<file path="src/rtl/f5_weight_streamer.sv">
// Streams packed upstream words to the F5 weight buffer one WD-bit lane per cycle, LSB lane first.
// Optional F5_WSTREAM_CKSUM_EN adds o_cksum, a 16-bit running sum of emitted bytes.
module f5_weight_streamer #(
  parameter int WD  = 8,
  parameter int NW  = 256,
  parameter int NUM = 120,
  parameter int IW  = 32
) (
  input  logic          i_sclk,
  input  logic          i_rstn,
  input  logic          i_start,
  input  logic [IW-1:0] i_s_data,
  input  logic          i_s_valid,
  output logic          o_s_ready,
  output logic [WD-1:0] f5_weight_data,
  output logic          f5_weight_en,
  output logic          o_busy,
  output logic          o_done
`ifdef F5_WSTREAM_CKSUM_EN
  ,
  output logic [15:0]   o_cksum
`endif
);

  localparam int L     = IW / WD;
  localparam int LW    = (L > 1) ? $clog2(L) : 1;
  localparam int TOTAL = NW * NUM;
  localparam int CBW   = $clog2(TOTAL + 1);

  // IDLE wait start | FETCH need first word | SHIFT emit one lane | DONE one-cycle pulse
  typedef enum logic [1:0] {ST_IDLE, ST_FETCH, ST_SHIFT, ST_DONE} state_t;

  state_t          r_state;
  state_t          w_state_nxt;
  logic [IW-1:0]   r_shreg;
  logic [LW-1:0]   r_cnt_l;
  logic [CBW-1:0]  r_cnt_b;
  logic            w_ready;
  logic            w_load;
  logic            w_shift;
  logic            w_clr;
  logic            w_last_byte;
  logic            w_last_lane;

  assign w_last_byte = (r_cnt_b == CBW'(TOTAL - 1));
  assign w_last_lane = (r_cnt_l == LW'(L - 1));

  always_ff @(posedge i_sclk) begin
    if (!i_rstn) r_state <= ST_IDLE;
    else         r_state <= w_state_nxt;
  end

  always_comb begin
    w_state_nxt = r_state;
    w_ready     = 1'b0;
    w_load      = 1'b0;
    w_shift     = 1'b0;
    w_clr       = 1'b0;
    case (r_state)
      ST_IDLE: begin
        if (i_start) begin
          w_clr       = 1'b1;
          w_state_nxt = ST_FETCH;
        end
      end
      ST_FETCH: begin
        w_ready = 1'b1;
        if (i_s_valid) begin
          w_load      = 1'b1;
          w_state_nxt = ST_SHIFT;
        end
      end
      ST_SHIFT: begin
        w_shift = 1'b1;
        // Final byte wins over prefetch so no word beyond the load is ever taken.
        if (w_last_byte) begin
          w_state_nxt = ST_DONE;
        end else if (w_last_lane) begin
          w_ready = 1'b1;
          if (i_s_valid) w_load = 1'b1;
          else           w_state_nxt = ST_FETCH;
        end
      end
      ST_DONE:  w_state_nxt = ST_IDLE;
      default:  w_state_nxt = ST_IDLE;
    endcase
  end

  always_ff @(posedge i_sclk) begin
    if (!i_rstn) begin
      r_shreg <= '0;
      r_cnt_l <= '0;
      r_cnt_b <= '0;
    end else begin
      if (w_clr)        r_cnt_b <= '0;
      else if (w_shift) r_cnt_b <= r_cnt_b + CBW'(1);

      if (w_load) begin
        r_shreg <= i_s_data;
        r_cnt_l <= '0;
      end else if (w_shift) begin
        r_shreg <= r_shreg >> WD;
        r_cnt_l <= r_cnt_l + LW'(1);
      end
    end
  end

  assign o_s_ready      = w_ready;
  assign f5_weight_en   = (r_state == ST_SHIFT);
  assign f5_weight_data = f5_weight_en ? r_shreg[WD-1:0] : '0;
  assign o_busy         = (r_state == ST_FETCH) || (r_state == ST_SHIFT);
  assign o_done         = (r_state == ST_DONE);

`ifdef F5_WSTREAM_CKSUM_EN
  logic [15:0] r_cksum;

  always_ff @(posedge i_sclk) begin
    if (!i_rstn)           r_cksum <= '0;
    else if (w_clr)        r_cksum <= '0;
    else if (f5_weight_en) r_cksum <= r_cksum + 16'(f5_weight_data);
  end

  assign o_cksum = r_cksum;
`endif

endmodule

</file>
<file path="config.mk">
export PLATFORM = sky130hd
export DESIGN_NAME = f5_weight_streamer
export DESIGN_NICKNAME = d
export VERILOG_FILES = /design/src/rtl/f5_weight_streamer.sv
export SDC_FILE = /design/constraint.sdc
export NUM_CORES = 1
export LEC_CHECK = 0
export CAP_MARGIN = 15
export CORE_MARGIN = 10
export CORE_UTILIZATION = 57
export DETAILED_ROUTE_END_ITERATION = 16
export PLACE_DENSITY_LB_ADDON = 0.2
export REMOVE_ABC_BUFFERS = 1
export SETUP_SLACK_MARGIN = 0.5
export SLEW_MARGIN = 20
export SYNTH_ARGS = -nofsm -noshare
export SYNTH_HDL_FRONTEND = slang
export SYNTH_SLANG_ARGS = --single-unit
export TNS_END_PERCENT = 20
</file>
<file path="constraint.sdc">
create_clock -name i_sclk -period 2.9 [get_ports i_sclk]
set_input_delay 0.435 -clock i_sclk [delete_from_list [all_inputs] [get_ports i_sclk]]
set_output_delay 0.435 -clock i_sclk [all_outputs]
set_load 0.02 [all_outputs]
</file>
Yosys cells after proc, flatten, opt, wreduce, memory -nomap -nowiden
Cells that the tools add are included.
{ "word_totals": {"wordCells": 41, "in_bits": 36, "out_inout_bits": 12, "ff_bits": 51} }
{ "classes": {"n_eq_ne": 9, "reduce_logical": 6, "n_mux": 19, "n_bitwise": 1, "n_addsub": 2} }
{ "ops": {"columns": ["operator", "count"], "rows": [
  ["$mux W32", 2],
  ["$add A15 B1 Y15 const B", 1],
  ["$eq A15 B15 Y1 const B", 1],
  ["$mux W2", 5],
  ["$mux W1", 8],
  ["$mux W8", 1],
  ["$pmux W2 S4", 1],
  ["$eq A2 B2 Y1 const B", 3],
  ["$ne A2 B2 Y1 const B", 2],
  ["$pmux W1 S2", 2],
  ["$reduce_and A4 Y1", 1],
  ["$reduce_or A2 Y1", 2],
  ["$ne A3 B1 Y1 const B", 1],
  ["$ne A3 B2 Y1 const B", 1],
  ["$add A2 B1 Y2 const B", 1],
  ["$eq A2 B1 Y1 const B", 1],
  ["$logic_not A2 Y1", 1],
  ["$reduce_bool A2 Y1", 1],
  ["$logic_or A1 B1 Y1", 1],
  ["$not A1 Y1", 1]
]} }

Depth between registers and ports, before layout
{ "logic_depth": {"word_depth": 5, "mapped_depth": 8, "ltp_nobuf": 6} }

Worst setup path before layout
OpenSTA, ideal clock, no wires.
{ "synth_path": {"path_type": "reg-to-output", "startpoint": "register r_state[0]", "endpoint": "output o_s_ready", "path_slack_ns": 0.637, "t_arrival_ns": 1.828, "path_buffers": 2, "stages_incl_launch_ff": 7, "t_required_ns": 2.465, "path_cell_list": "dfxtp_1 > inv_1 > ha_1 > clkbuf_1 > clkbuf_1 > a31oi_1 > nor2b_1"} }
{ "synth_between": {"elab_chain_cells": 2, "word_cells_on_any_way": 3, "cone_classes": "eq/ne: 2; mux: 1"} }
{ "synth_rtl": {"columns": ["element", "line_no", "rtl"], "rows": [
  ["from (decl)", "33", "state_t r_state;"],
  ["from (signal assigned)", "50", "else r_state <= w_state_nxt;"],
  ["$eq A2 B2 Y1", null, null],
  ["net f5_weight_en", "16", "output logic f5_weight_en,"],
  ["$pmux W1 S2", "59", "case (r_state)"],
  ["to (decl)", "14", "output logic o_s_ready,"]
]} }
The timed path passes the listed nets, and every way through them passes these cells.

Worst setup path after layout
{ "layout_path": {"startpoint": "register r_state[0]", "endpoint": "output f5_weight_data[5]"} }
{ "layout_between": {"elab_chain_cells": 2} }
{ "layout_rtl": {"columns": ["element", "line_no", "rtl"], "rows": [
  ["$eq A2 B2 Y1", "109", "assign f5_weight_en = (r_state == ST_SHIFT);"],
  ["$mux W8", "110", "assign f5_weight_data = f5_weight_en ? r_shreg[WD-1:0] : '0;"],
  ["to (decl)", "15", "output logic [WD-1:0] f5_weight_data,"]
]} }
No other way between the ends.

==> impl_metrics.tcl <==
set metrics [dict create \
    io_buffers 47 \
    antenna_cells 0 \
    maxCapViolCount 0 \
    cts_buffer_depth 2 \
    p_int_uw 1360 \
    netlist_instances 298 \
    crit_arrival_ns 1.97 \
    cts_made_buffers 5 \
    setup_viol 0 \
    final_cell_mix "dfxtp_1 (49), clkdlybuf4s50_1 (44), o21ai_0 (30), mux2i_1 (25), nor3_1 (24)" \
    syn_area_per_cell_sq_um 9.04 \
    synth_edf_count 0 \
    yosysSeqAreaShare 0.379 \
    synth_top_cell_area_share 0.379 \
    crit_slowest_cell "clkdlybuf4s50_1" \
    grt_pass1_vias 2223 \
    final_common_cell "dfxtp_1" \
    die_x_um 88.8 \
    end_kind "output port" \
    htree_num_levels 2 \
    netlist_area_sq_um 2700 \
    synth_cell_types 40 \
    crit_path_cell_trace "inv_1, ha_4, buf_12, and2_1, clkdlybuf4s50_1" \
    fp.dieH_um 88.8 \
    post-route-util 0.756 \
    power_frac_seq 0.417 \
    min_path_type "flip-flop to flip-flop" \
    power_uw 2000 \
    setup_ws_ns 0.494 \
    max_stage_delay_ns 0.60 \
    drt_iter0_drc 159 \
    swShare 0.319 \
    clk_latency_ns 0.31 \
    path_class "flip-flop to output port" \
    rsz0062_at_grt "yes" \
    path_buf_inv 3 \
    p_clk_frac 0.257 \
    postRouteAntennaNets 0 \
    grt_overflow 0 \
    cts_hold_buf 0 \
    synth.area.top_cells "dfxtp_1 (38%), mux2i_1 (9.3%), o21ai_0 (5.6%)" \
    num_rows 24 \
    core_sq_um 4470 \
    routed_wl_mm 6.29 \
    grtUsageMet1 0.203 \
    worst_setup_path_start_kind "flip-flop" \
    cp_top_family "buffers and inverters" \
    grt_start_max_net_pins 25 \
    track_usage 0.167 \
    critPathMaxFanout 24 \
    ys_warn_count 0 \
    hold_slack_ns 0.471 \
    clock_sinks 51 \
    finalCritPeriodShare 0.830 \
    gp_congestion 0.829 \
    dp_hpwl_mm 4.56 \
    initial_core_util 0.602 \
    grt-busiest-layer "met2" \
    grt_pass1_wl_mm 10.6 \
    leakagePower_uw 0.00120 \
    drtPass1Iterations 4 \
    grtUsageMet2 0.283 \
    boundaryPins 48 \
    synth_seq_cells 51 \
    outcome "complete, no violations" \
    nets 385 \
    async_reset_ff_frac 0 \
    slew_viol_final 0 \
    grtUsageMet3 0.0478 \
    antenna_found_initial 0 \
    slew_headroom 0.542 \
    max_freq_mhz 416 \
    switchingPower_uw 638 \
    place_ws_ns 0.406 \
    yosys_most_used_dff "dfxtp_1" \
    clockRootBuffer "clkbuf_8" \
    dpl_cell_area_sq_um 3220 \
    finalClockSkew_ns 0.00637 \
    hold_viol 0 \
    drive_above_1_share 0.134 \
    combPwrFrac 0.326 \
    cts_tree "done" \
    peakVddDrop_mv 0.272 \
    finalCriticalPeriod_ns 2.41 \
    wl_per_cell_um 15.9 \
    final_area_sq_um 3380 \
    area_delta_synth_final_pct 25.5 \
    die_area_sq_um 7880 \
    synth.largest_area_cell "dfxtp_1" \
    via_per_inst 5.94 \
    via_count 2353 \
    required_ns 2.47 \
    path_clk_slew_ns 0.09 \
    drc 0 \
    worst_pin_slew_ns 0.684 \
    powerDensity_nw_per_um2 592 \
]
[worst min-delay path, delay by kind of cell, from the launching register on]
family | cells | cell delay, ns
simple gates | 1 | 0.05
compound gates | 1 | 0.06
flops | 1 | 0.32
[logic make-up after synthesis]
group	after synthesis	share of synthesized area
xor+xnor	11	0.0358
compound gates	82	0.217
flops	51	0.379
simple gates	97	0.200
mux	26	0.0970
fa+ha+maj	6	0.0279
buf+inv	25	0.0436
[power groups by stage]
stage / Sequential [uW] / Combinational, uW / Clock [uW]
after floorplan: 835 / 411 / 0
after global routing: 845 / 708 / 550
after CTS: 835 / 654 / 526
final: 835 / 652 / 513
after global placement: 845 / 619 / 0
after detailed placement: 850 / 627 / 0
[routing by layer]
layer	wire length [um]	vias up
li1	-	1187
met1	2850	1102
met2	3050	58
met3	338	6
met4	46	0
met5	0	-
[flip-flops by register name, indices dropped and copies added, names as in the netlist]
name     cells
r_cnt_b     15
r_cnt_l      2
r_shreg     32
r_state      2
[Yosys cell counts (9+ instances only)]
cell      instances
a211oi_1         14
nand2_1          19
clkbuf_1         19
nor3_1           24
a211oi_2         10
nor2_1           13
mux2i_1          25
dfxtp_1          51
o21ai_0          30
xor2_1            9
[area by class of cell]
class | instances | area (sq um)
multi-input combinational | 222 | 1570
fill | 351 | 1090
sequential | 51 | 1020
timing repair buffer | 61 | 597
clock buffer | 6 | 82.6
tap | 52 | 65.1
clock inverter | 2 | 35.0
inverter | 2 | 7.51
[what timing repair did]
action,CTS,global route
endpoints found under the setup margin,10,8
setup buffers,4,0
gates resized for setup,9,1
pin swaps,1,0
[per-stage QoR]
stage	std cells	TNS (ns)
after floorplan	275	-11.21
after global placement	384	0
after detailed placement	384	0
after CTS	396	0
after global routing	396	0
final	396	0
[path summary, 6_finish.rpt]
path	startpoint	end	slack, ns	cells after the start
min reg2reg	r_shreg[24]$_SDFFE_PN0P_	r_shreg[24]$_SDFFE_PN0P_	0.47	2
max reg2reg	r_cnt_b[0]$_SDFFE_PP0N_	r_cnt_l[1]$_SDFFE_PP0N_	0.66	7
min	r_shreg[24]$_SDFFE_PN0P_	r_shreg[24]$_SDFFE_PN0P_	0.47	2
max	r_state[0]$_SDFFE_PN0P_	f5_weight_data[5]	0.49	5
(Power assumes the default switching activity.)
